$ cat config.mk
export PLATFORM = sky130hd
export DESIGN_NAME = xtx_moment_acc
export DESIGN_NICKNAME = d
export VERILOG_FILES = /design/src/rtl/xtx_moment_acc.sv
export SDC_FILE = /design/constraint.sdc
export NUM_CORES = 1
export LEC_CHECK = 0
export BUFFER_PORTS_ARGS = -buffer_cell sky130_fd_sc_hd__buf_2
export CORE_ASPECT_RATIO = 2
export CORE_UTILIZATION = 30
export DETAILED_ROUTE_END_ITERATION = 12
export PLACE_DENSITY_LB_ADDON = 0.12
export SLEW_MARGIN = 20
export SYNTH_ARGS = -nofsm -noshare
export SYNTH_HDL_FRONTEND = slang
export SYNTH_SLANG_ARGS = --single-unit
$ cat constraint.sdc
create_clock -name clk -period 5 [get_ports clk]
set_input_delay 1 -clock clk [delete_from_list [all_inputs] [get_ports clk]]
set_output_delay 1 -clock clk [all_outputs]
set_load 0.01 [all_outputs]
$ cat src/rtl/xtx_moment_acc.sv
// rtl/xtx_moment_acc.sv - streaming n / sum(x) / sum(x^2) moment accumulator
module xtx_moment_acc #(
    parameter int XW    = 6,
    parameter int MAX_N = 16384
) (
    input  logic          clk,
    input  logic          rst,
    input  logic          start,
    input  logic          x_valid,
    input  logic [XW-1:0] x,
    input  logic          last,
    output logic          busy,
    output logic          done,
    output logic          sig_valid,
    output logic [20:0]   sig0,
    output logic [19:0]   sig1,
    output logic [31:0]   sig2,
    output logic          ovf
);

    typedef enum logic [1:0] {IDLE, ACC, DRAIN, DONE} state_t;

    state_t            state;
    logic [20:0]       cnt;
    logic              s1_valid;
    logic [XW-1:0]     s1_x;
    logic [2*XW-1:0]   s1_sq;
    logic [2*XW-1:0]   x_ext;
    logic              take;
    logic              at_max;

    assign x_ext  = {{XW{1'b0}}, x};
    // start on the same edge wins over a sample, so it is never taken
    assign take   = (state == ACC) && x_valid && !start;
    // cnt tracks stage-1 acceptances, one edge ahead of sig0
    assign at_max = (cnt == 21'(MAX_N));

    always_ff @(posedge clk) begin
        if (rst) begin
            state     <= IDLE;
            busy      <= 1'b0;
            done      <= 1'b0;
            sig_valid <= 1'b0;
            sig0      <= '0;
            sig1      <= '0;
            sig2      <= '0;
            ovf       <= 1'b0;
            cnt       <= '0;
            s1_valid  <= 1'b0;
            s1_x      <= '0;
            s1_sq     <= '0;
        end else if (start) begin
            state     <= ACC;
            busy      <= 1'b1;
            done      <= 1'b0;
            sig_valid <= 1'b0;
            sig0      <= '0;
            sig1      <= '0;
            sig2      <= '0;
            ovf       <= 1'b0;
            cnt       <= '0;
            s1_valid  <= 1'b0;
        end else begin
            done     <= 1'b0;
            s1_valid <= take && !at_max;
            if (take && !at_max) begin
                s1_x  <= x;
                s1_sq <= x_ext * x_ext;
                cnt   <= cnt + 21'd1;
            end
            if (take && at_max)
                ovf <= 1'b1;
            if (s1_valid) begin
                sig0 <= sig0 + 21'd1;
                sig1 <= sig1 + 20'(s1_x);
                sig2 <= sig2 + 32'(s1_sq);
            end
            case (state)
                ACC: begin
                    if (take && last)
                        state <= DRAIN;
                end
                DRAIN: begin
                    state     <= DONE;
                    busy      <= 1'b0;
                    done      <= 1'b1;
                    sig_valid <= 1'b1;
                end
                default: ;
            endcase
        end
    end

endmodule

==> impl_metrics.toml, run 1 <==
[worst_setup_path]
worstPathRequired_ns = 5.30
cp-start-kind = "primary input"
end_kind = "register"
cp_max_fo = 7
timing.setup.critical_path_class = "in -> reg"
critPathArrivalTime_ns = 4.69
critical_path.most_common_cell = "fa_1"
critPathMaxStageDelay_ns = 0.57
cp_cell_sequence = "buf_2 > and2_1 > fa_1 > inv_1 > fa_1 > fa_1 > inv_1 > ha_1 > a21oi_1 > o21ai_0 > a2111oi_0 > o21a_1 > nor3_1 > o21ba_2"
cpMaxStageDelayCell = "a2111oi_0"

[place]
port_buffers = 87
dp_hpwl_um = 12200
placed_area_um2 = 6950
gp_congestion = 0.768

[global_route]
antenna_found_initial = 0
grt_overflow = 0
grt_pass1_wl_um = 27100
grt_max_degree = 75
grt_use_total = 0.160
grt_pass1_vias = 5368

[synthesis]
syn_avg_cell_area_um2 = 8.33
netlist_instances = 754
ys_warn_count = 0
synth.distinct_cells = 58
syn_area_um2 = 6280
synthFlopType = "dfxtp_1"
synth-seq-area-share = 0.373
async_reset_ff_frac = 0
synth-edff-count = 0
ys_ff_latch = 117
syn_nets = 808

[routing]
wl_per_cell_um = 14.7
drc = 0
first_iter_violations = 213
num_vias = 5462
ant_nets = 0
drt-total-wl_um = 16300
first_pass_iters = 4
routed_via_density = 4.91

[clock_tree]
clk_latency_ns = 0.41
cts_resized = 0
numCtsBuffers = 17
h-tree-depth = 4
clock_path_buffers = 2
cts_tree = "yes"
cts_root_buf = "clkbuf_16"
clk_pin_slew_ns = 0.05
cts.sinks = 117
cts_hold_buf = 0
postCtsSetupRepairBufs = 0

[cells_and_area]
syn2layout_area_growth_pct = 20.6
nNetsFinal = 890
antennaDiodeCount = 0
layout-drive-gt1-share = 0.158
postLayoutCellArea_um2 = 7570

[timing]
max_freq_ghz = 0.228
fin_crit_ns = 4.39
fin_skew_ns = 0.0107
tightestPinTransition_ns = 1.02
tns_ns = 0
setup_viol = 0
timing.final.hold_violations = 0
rsz0062_at_grt = "no"
drv_slew = 0
finalCritPeriodShare = 0.877
slew_headroom = 0.320

[floorplan]
die_h_um = 207
die_x_um = 104
ios = 88
die-area_um2 = 21500
core-area_um2 = 20500
rows = 74
start_util = 0.307

[power]
peakVddDrop_uv = 180
p_per_area_nw_per_um2 = 322
total_power_mw = 2.44
p_leak_nw = 3.06

[job]
maxCapViolCount = 0

[worst_hold_path]
hold_class = "reg -> reg"

[status]
status = "completed"
## power breakdown
part	leakage, nW	total (mW)	switching [mW]	internal [mW]
registers	0.943	0.946	0.00637	0.940
logic	1.83	0.208	0.125	0.0832
clock network	0.291	1.28	0.432	0.853
total	3.06	2.44	0.564	1.88
## worst max-delay path, delay by kind of cell
family / cells / cell delay (ns)
AOI/OAI and AO/OA: 5 / 1.33
and+or+nand+nor: 2 / 0.21
buffers and inverters: 3 / 0.24
adders and majority gates: 4 / 1.89
## cell usage after synthesis (9+ instances only)
| library cell | n | area [um2] |
|---|---|---|
| a211oi_1 | 16 | 120 |
| a21oi_1 | 58 | 290 |
| and2_1 | 14 | 87.6 |
| and3_1 | 10 | 62.6 |
| clkbuf_1 | 21 | 78.8 |
| dfxtp_1 | 117 | 2340 |
| fa_1 | 9 | 180 |
| ha_1 | 34 | 425 |
| inv_1 | 41 | 154 |
| mux2i_1 | 9 | 90.1 |
| nand2_1 | 75 | 282 |
| nand3_1 | 30 | 150 |
| nand4_1 | 17 | 106 |
| nor2_1 | 95 | 357 |
| nor3_1 | 15 | 75.1 |
| o21ai_0 | 25 | 125 |
| or3_1 | 19 | 119 |
| xnor2_1 | 31 | 272 |
| xor2_1 | 35 | 307 |
## through the flow
stage                     utilization  cells  hold slack (ns)  setup WS (ns)
after global routing            0.370   1113            0.486          0.401
after detailed placement        0.340   1083            0.447          0.221
after CTS                       0.370   1113            0.456          0.647
after floorplan                     -    754            0.436          0.453
after global placement          0.340   1083            0.441          0.289
final                           0.370   1113            0.449          0.613
## logic make-up after synthesis
logic type               share of synthesized area
AO/OA/AOI/OAI                                0.139
XOR/XNOR                                    0.0921
adder cells (fa/ha/maj)                     0.0965
buffers and inverters                       0.0431
flip-flops                                   0.373
multiplexers                                0.0144
AND/OR/NAND/NOR                              0.242
## final timing paths
kind,start,to,slack [ns],cells past startpoint
min,sig_valid$_SDFFE_PP0P_,sig_valid$_SDFFE_PP0P_,0.45,2
min reg2reg,sig_valid$_SDFFE_PP0P_,sig_valid$_SDFFE_PP0P_,0.45,2
max,x[0],s1_sq[11]$_SDFFE_PP0P_,0.61,14
max reg2reg,s1_valid$_SDFF_PP0_,sig0[19]$_SDFFE_PP0P_,2.21,6
## per-layer routing
metal  track usage  share of wire  wire length, um  vias up
met5             0              0                0        -
met2         0.310           0.55             9020       76
met4        0.0638          0.017              274        0
met1         0.167           0.41             6640     2589
li1              -              -                -     2784
met3        0.0301          0.024              398       13
## placed cells by master (no fill, tap or decap), drive strengths merged, types with 29 or more instances in the layout
| master | n |
|---|---|
| xor2 | 35 |
| xnor2 | 31 |
| o21ai | 29 |
| nor2 | 95 |
| nand2 | 75 |
| nand3 | 30 |
| ha | 34 |
| a21oi | 58 |
| buf | 90 |
| dfxtp | 117 |
| inv | 41 |
## sequential cells by signal (all words and copies together) (netlist names), 2 cells and up
| name | cells |
|---|---|
| sig1 | 20 |
| sig2 | 32 |
| s1_x | 6 |
| s1_sq | 10 |
| sig0 | 21 |
| state | 2 |
| cnt | 21 |
## final cells by class
| class | instances | area [um2] |
|---|---|---|
| Fill cell | 2182 | 12900 |
| Multi-Input combinational cell | 569 | 3670 |
| Sequential cell | 117 | 2340 |
| Clock buffer | 21 | 460 |
| Timing Repair Buffer | 90 | 458 |
| Tap cell | 266 | 333 |
| Inverter | 41 | 154 |
| Clock inverter | 9 | 153 |
(Power assumes the default switching activity.)
==> run 2: changes to the inputs <==
--- a/config.mk
+++ b/config.mk
@@ -9,7 +9,8 @@
 export CORE_ASPECT_RATIO = 2
 export CORE_UTILIZATION = 30
 export DETAILED_ROUTE_END_ITERATION = 12
-export PLACE_DENSITY_LB_ADDON = 0.12
+export PLACE_DENSITY = 0.44
+export REMOVE_ABC_BUFFERS = 1
 export SLEW_MARGIN = 20
 export SYNTH_ARGS = -nofsm -noshare
 export SYNTH_HDL_FRONTEND = slang
==> impl_metrics.toml, run 2 (synthesis results as in run 1) <==
[place]
dp_cells = 1083
dp_hpwl_um = 12200
dpl_worst_slack_ns = 0.210
gp_congestion = 0.784
port_buffers = 87

[clock_tree]
cts.sinks = 117
clk_latency_ns = 0.42
postCtsSetupRepairBufs = 0
clock_path_buffers = 2
cts_tree = "yes"
cts_resized = 0
cts_root_buf = "clkbuf_16"
numCtsBuffers = 17
cts_hold_buf = 0
h-tree-depth = 4
clk_pin_slew_ns = 0.05

[power]
p_per_area_nw_per_um2 = 320
peakVddDrop_uv = 193
p_leak_nw = 3.07
total_power_mw = 2.43

[routing]
drt-total-wl_um = 16000
wl_per_cell_um = 14.3
ant_nets = 0
drc = 0
num_vias = 5505
routed_via_density = 4.94
first_iter_violations = 191
first_pass_iters = 4

[floorplan]
ios = 88
die_x_um = 104
die-area_um2 = 21500
die_h_um = 207
rows = 74
start_util = 0.307
core-area_um2 = 20500

[timing]
rsz0062_at_grt = "no"
timing.final.hold_violations = 0
layout_setup_ws_ns = 0.638
max_freq_ghz = 0.229
whs_ns = 0.456
tightestPinTransition_ns = 0.975
drv_slew = 0
slew_headroom = 0.347
setup_viol = 0
tns_ns = 0
finalCritPeriodShare = 0.872
fin_skew_ns = 0.00484
fin_crit_ns = 4.36

[cells_and_area]
antennaDiodeCount = 0
nNetsFinal = 890
largest_register_ffs = 32
final_common_cell = "dfxtp_1"
layout_common_cells = "117 x dfxtp_1, 95 x nor2_1, 87 x buf_2"
layout-drive-gt1-share = 0.159
top_register = "sig2"
top_regs = "sig2 x32, cnt x21, sig0 x21"
fillCellCount = 2139
syn2layout_area_growth_pct = 20.7
fin_cells = 1115

[worst_hold_path]
hold_class = "reg -> reg"
hp-start = "sig_valid$_SDFFE_PP0P_"

[global_route]
grt_use_met3 = 0.0430
busiest_layer = "met2"
antenna_found_initial = 0
grt_pass1_vias = 5494
grt_overflow = 0
grt_max_degree = 76
met1_usage = 0.152
groute.layer.met2.usage = 0.308
grt_pass1_wl_um = 26800
grt_use_total = 0.158

[job]
maxCapViolCount = 0

[worst_setup_path]
r2r_start = "s1_valid$_SDFF_PP0_"
end_kind = "register"
critPathArrivalTime_ns = 4.68
worstPathRequired_ns = 5.31
crit_start = "x[0]"
timing.setup.critical_path_class = "in -> reg"
cp_max_fo = 7
cp-start-kind = "primary input"

[status]
status = "completed"
[run 2: path summary, 6_finish.rpt]
kind / to / slack (ns) / cells after the start
setup / recovery: s1_sq[11]$_SDFFE_PP0P_ / 0.64 / 14
hold / removal: sig_valid$_SDFFE_PP0P_ / 0.46 / 2
setup reg to reg: sig0[19]$_SDFFE_PP0P_ / 2.36 / 6
hold reg to reg: sig_valid$_SDFFE_PP0P_ / 0.46 / 2
[run 2: layout make-up]
type | count | area [um2] | area share
multi-input cells | 569 | 3670 | 0.484
flip-flops and latches | 117 | 2340 | 0.309
clock buffers | 24 | 502 | 0.0662
repair buffers | 90 | 458 | 0.0604
well taps | 266 | 333 | 0.0439
inverters | 41 | 154 | 0.0203
clock inverters | 8 | 120 | 0.0159
[run 2: metal layers]
metal / vias to the layer above / part of all wire
li1: 2790 / -
met5: - / 0
met4: 0 / 0.025
met2: 89 / 0.55
met3: 25 / 0.035
met1: 2601 / 0.39
[run 2: per-stage QoR]
step | area (um2) | utilization
6_report | 7580 | 0.370
5_1_grt | 7580 | 0.370
4_1_cts | 7580 | 0.370
3_5_place_dp | 6950 | 0.340
3_3_place_gp | 6950 | 0.340
2_1_floorplan | 6160 | -
[run 2: critical path, cell delays in order]
cell	delay (ns)
buf_2	0.15
and2_1	0.18
fa_1	0.55
inv_1	0.08
fa_1	0.51
fa_1	0.54
inv_1	0.04
ha_1	0.32
a21oi_1	0.20
o21ai_0	0.14
a2111oi_0	0.52
o21a_1	0.21
nor3_1	0.05
o21ba_2	0.20
[run 2: power breakdown]
group / total, mW / leakage (nW) / internal [mW] / switching (mW)
registers: 0.946 / 0.943 / 0.940 / 0.00570
logic: 0.204 / 1.83 / 0.0831 / 0.121
clock network: 1.28 / 0.302 / 0.846 / 0.429
==> run 3: changes to the inputs <==
--- a/config.mk
+++ b/config.mk
@@ -5,11 +5,12 @@
 export SDC_FILE = /design/constraint.sdc
 export NUM_CORES = 1
 export LEC_CHECK = 0
+export ABC_AREA = 1
 export BUFFER_PORTS_ARGS = -buffer_cell sky130_fd_sc_hd__buf_2
-export CORE_ASPECT_RATIO = 2
 export CORE_UTILIZATION = 30
 export DETAILED_ROUTE_END_ITERATION = 12
 export PLACE_DENSITY = 0.44
+export RECOVER_POWER = 25
 export REMOVE_ABC_BUFFERS = 1
 export SLEW_MARGIN = 20
 export SYNTH_ARGS = -nofsm -noshare
==> impl_metrics.toml, run 3 <==
[synthesis]
ys_ff_latch = 117
yosys.area.top_type = "dfxtp_1"
netlist.area_leader.share = 0.326
synthFlopType = "dfxtp_1"
synth.distinct_cells = 44
syn_area_um2 = 7180
netlist_instances = 1096
post-synth-top-count-cell = "nand2_1"
syn_avg_cell_area_um2 = 6.55
ys_warn_count = 0
synth.top_cells.by_area = "dfxtp_1 33%, nand2_1 14%, nor2_1 8.9%"
async_reset_ff_frac = 0
synth-seq-area-share = 0.326
synth-edff-count = 0
synth_common_cells = "261 x nand2_1, 170 x nor2_1, 158 x inv_1, 117 x dfxtp_1, 75 x a21oi_1"

[routing]
num_vias = 6756
first_pass_iters = 4
met1_length_um = 9750
routed_via_density = 4.48
drt-total-wl_um = 19200
met2_length_um = 8570
drc = 0
highest_layer = "met4"
first_iter_violations = 225
wl_met3_um = 561
wl_per_cell_um = 12.7
ant_nets = 0

[cells_and_area]
layout_common_cells = "261 x nand2_1, 170 x nor2_1, 158 x inv_1"
top_regs = "sig2 x32, cnt x21, sig0 x21"
top_register = "sig2"
final_common_cell = "nand2_1"
layout-drive-gt1-share = 0.0925
largest_register_ffs = 32
syn2layout_area_growth_pct = 18.4
antennaDiodeCount = 0
nNetsFinal = 1230

[timing]
tightestPinTransition_ns = 1.32
rsz0062_at_grt = "no"
slew_headroom = 0.120
tns_ns = 0
fin_crit_ns = 3.63
max_freq_ghz = 0.276
finalCritPeriodShare = 0.725
drv_slew = 0
timing.final.hold_violations = 0
setup_viol = 0
fin_skew_ns = 0.0101

[power]
p_per_area_nw_per_um2 = 293
total_power_mw = 2.49
p_leak_nw = 3.86
peakVddDrop_uv = 197

[worst_hold_path]
hold_class = "reg -> reg"
holdPathEnd = "sig_valid$_SDFFE_PP0P_"
hp-start = "sig_valid$_SDFFE_PP0P_"
whs_path_depth = 2

[floorplan]
start_util = 0.306
core-area_um2 = 23500
die-area_um2 = 24500
die_x_um = 157
die_h_um = 157
rows = 56
ios = 88

[worst_setup_path]
critPathArrivalTime_ns = 3.97
rr_worst_depth = 8
timing.setup.critical_path_class = "in -> reg"
r2r_end = "sig2[31]$_SDFFE_PP0P_"
worstPathRequired_ns = 5.35
cpMaxStageDelayCell = "fa_1"
critPathMaxStageDelay_ns = 0.52
reg2reg_slack_ns = 1.88
cp-start-kind = "primary input"
cp_max_fo = 7
r2r_start = "s1_valid$_SDFF_PP0_"
cp_cell_sequence = "buf_2 > nand2_1 > inv_1 > fa_1 > inv_1 > fa_1 > fa_1 > inv_1 > ha_1 > a21oi_1 > nand2_1 > a21oi_1 > xor2_1 > nor2_1 > nor2_1"
end_kind = "register"

[global_route]
antenna_found_initial = 0
grt_max_degree = 50
grt_use_total = 0.163
grt_pass1_vias = 6230
grt_pass1_wl_um = 31400
grt_overflow = 0

[status]
status = "completed"

[clock_tree]
cts_root_buf = "clkbuf_16"
cts_hold_buf = 0
cts_tree = "yes"
numCtsBuffers = 17
clk_pin_slew_ns = 0.06
postCtsSetupRepairBufs = 0
clk_latency_ns = 0.41
cts_resized = 0
h-tree-depth = 4
clock_path_buffers = 2
cts.sinks = 117

[place]
port_buffers = 87
gp_congestion = 0.807
dp_hpwl_um = 14400

[job]
maxCapViolCount = 0
-- run 3: cell families (layout without fill, tap and decap cells) --
family / Yosys count / after routing / synth area share
compound gates: 137 / 137 / 0.102
fa+ha+maj: 43 / 43 / 0.0844
xor+xnor: 35 / 35 / 0.0427
buf+inv: 191 / 284 / 0.104
flops: 117 / 117 / 0.326
simple gates: 573 / 573 / 0.340
-- run 3: final cells by class --
cell class | instances | area, um2
timing repair buffer | 91 | 419
tap | 319 | 399
sequential | 117 | 2340
fill | 2602 | 15000
clock buffer | 18 | 439
inverter | 161 | 604
multi-input combinational | 788 | 4090
clock inverter | 14 | 200
-- run 3: through the flow --
step	instances	hold WS [ns]	util	area [um2]	setup slack, ns
final	1508	0.455	0.362	8490	1.37
after CTS	1508	0.456	0.364	8540	1.36
after floorplan	1066	0.443	-	7030	1.24
after global routing	1508	0.477	0.362	8490	1.20
after detailed placement	1476	0.447	0.337	7900	0.932
after global placement	1476	0.448	0.337	7900	0.966
-- run 3: worst max-delay path, delay by kind of cell --
kind            cells  cell delay, ns
compound gates      2            0.33
xor+xnor            1            0.16
fa+ha+maj           4            1.82
buf+inv             4            0.30
simple gates        4            0.34
-- run 3: worst max path at each step --
stage / startpoint / endpoint / depth (start not counted)
CTS: x[0] / s1_sq[9]$_SDFFE_PP0P_ / 15
global route: x[0] / s1_sq[8]$_SDFFE_PP0P_ / 16
detailed placement: x[0] / s1_sq[9]$_SDFFE_PP0P_ / 15
finish: x[0] / s1_sq[9]$_SDFFE_PP0P_ / 15
floorplan: x[0] / s1_sq[8]$_SDFFE_PP0P_ / 15
global placement: x[0] / s1_sq[11]$_SDFFE_PP0P_ / 17
-- run 3: routing by layer --
metal	vias up	track usage
li1	3651	-
met1	2991	0.218
met2	92	0.261
met3	22	0.0271
met4	0	0.0607
met5	-	0
-- run 3: report_power, final --
group	switching [mW]	internal, mW	leakage (nW)
sequential	0.00826	0.941	0.944
combinational	0.134	0.0760	2.61
clock	0.474	0.852	0.303
total	0.616	1.87	3.86
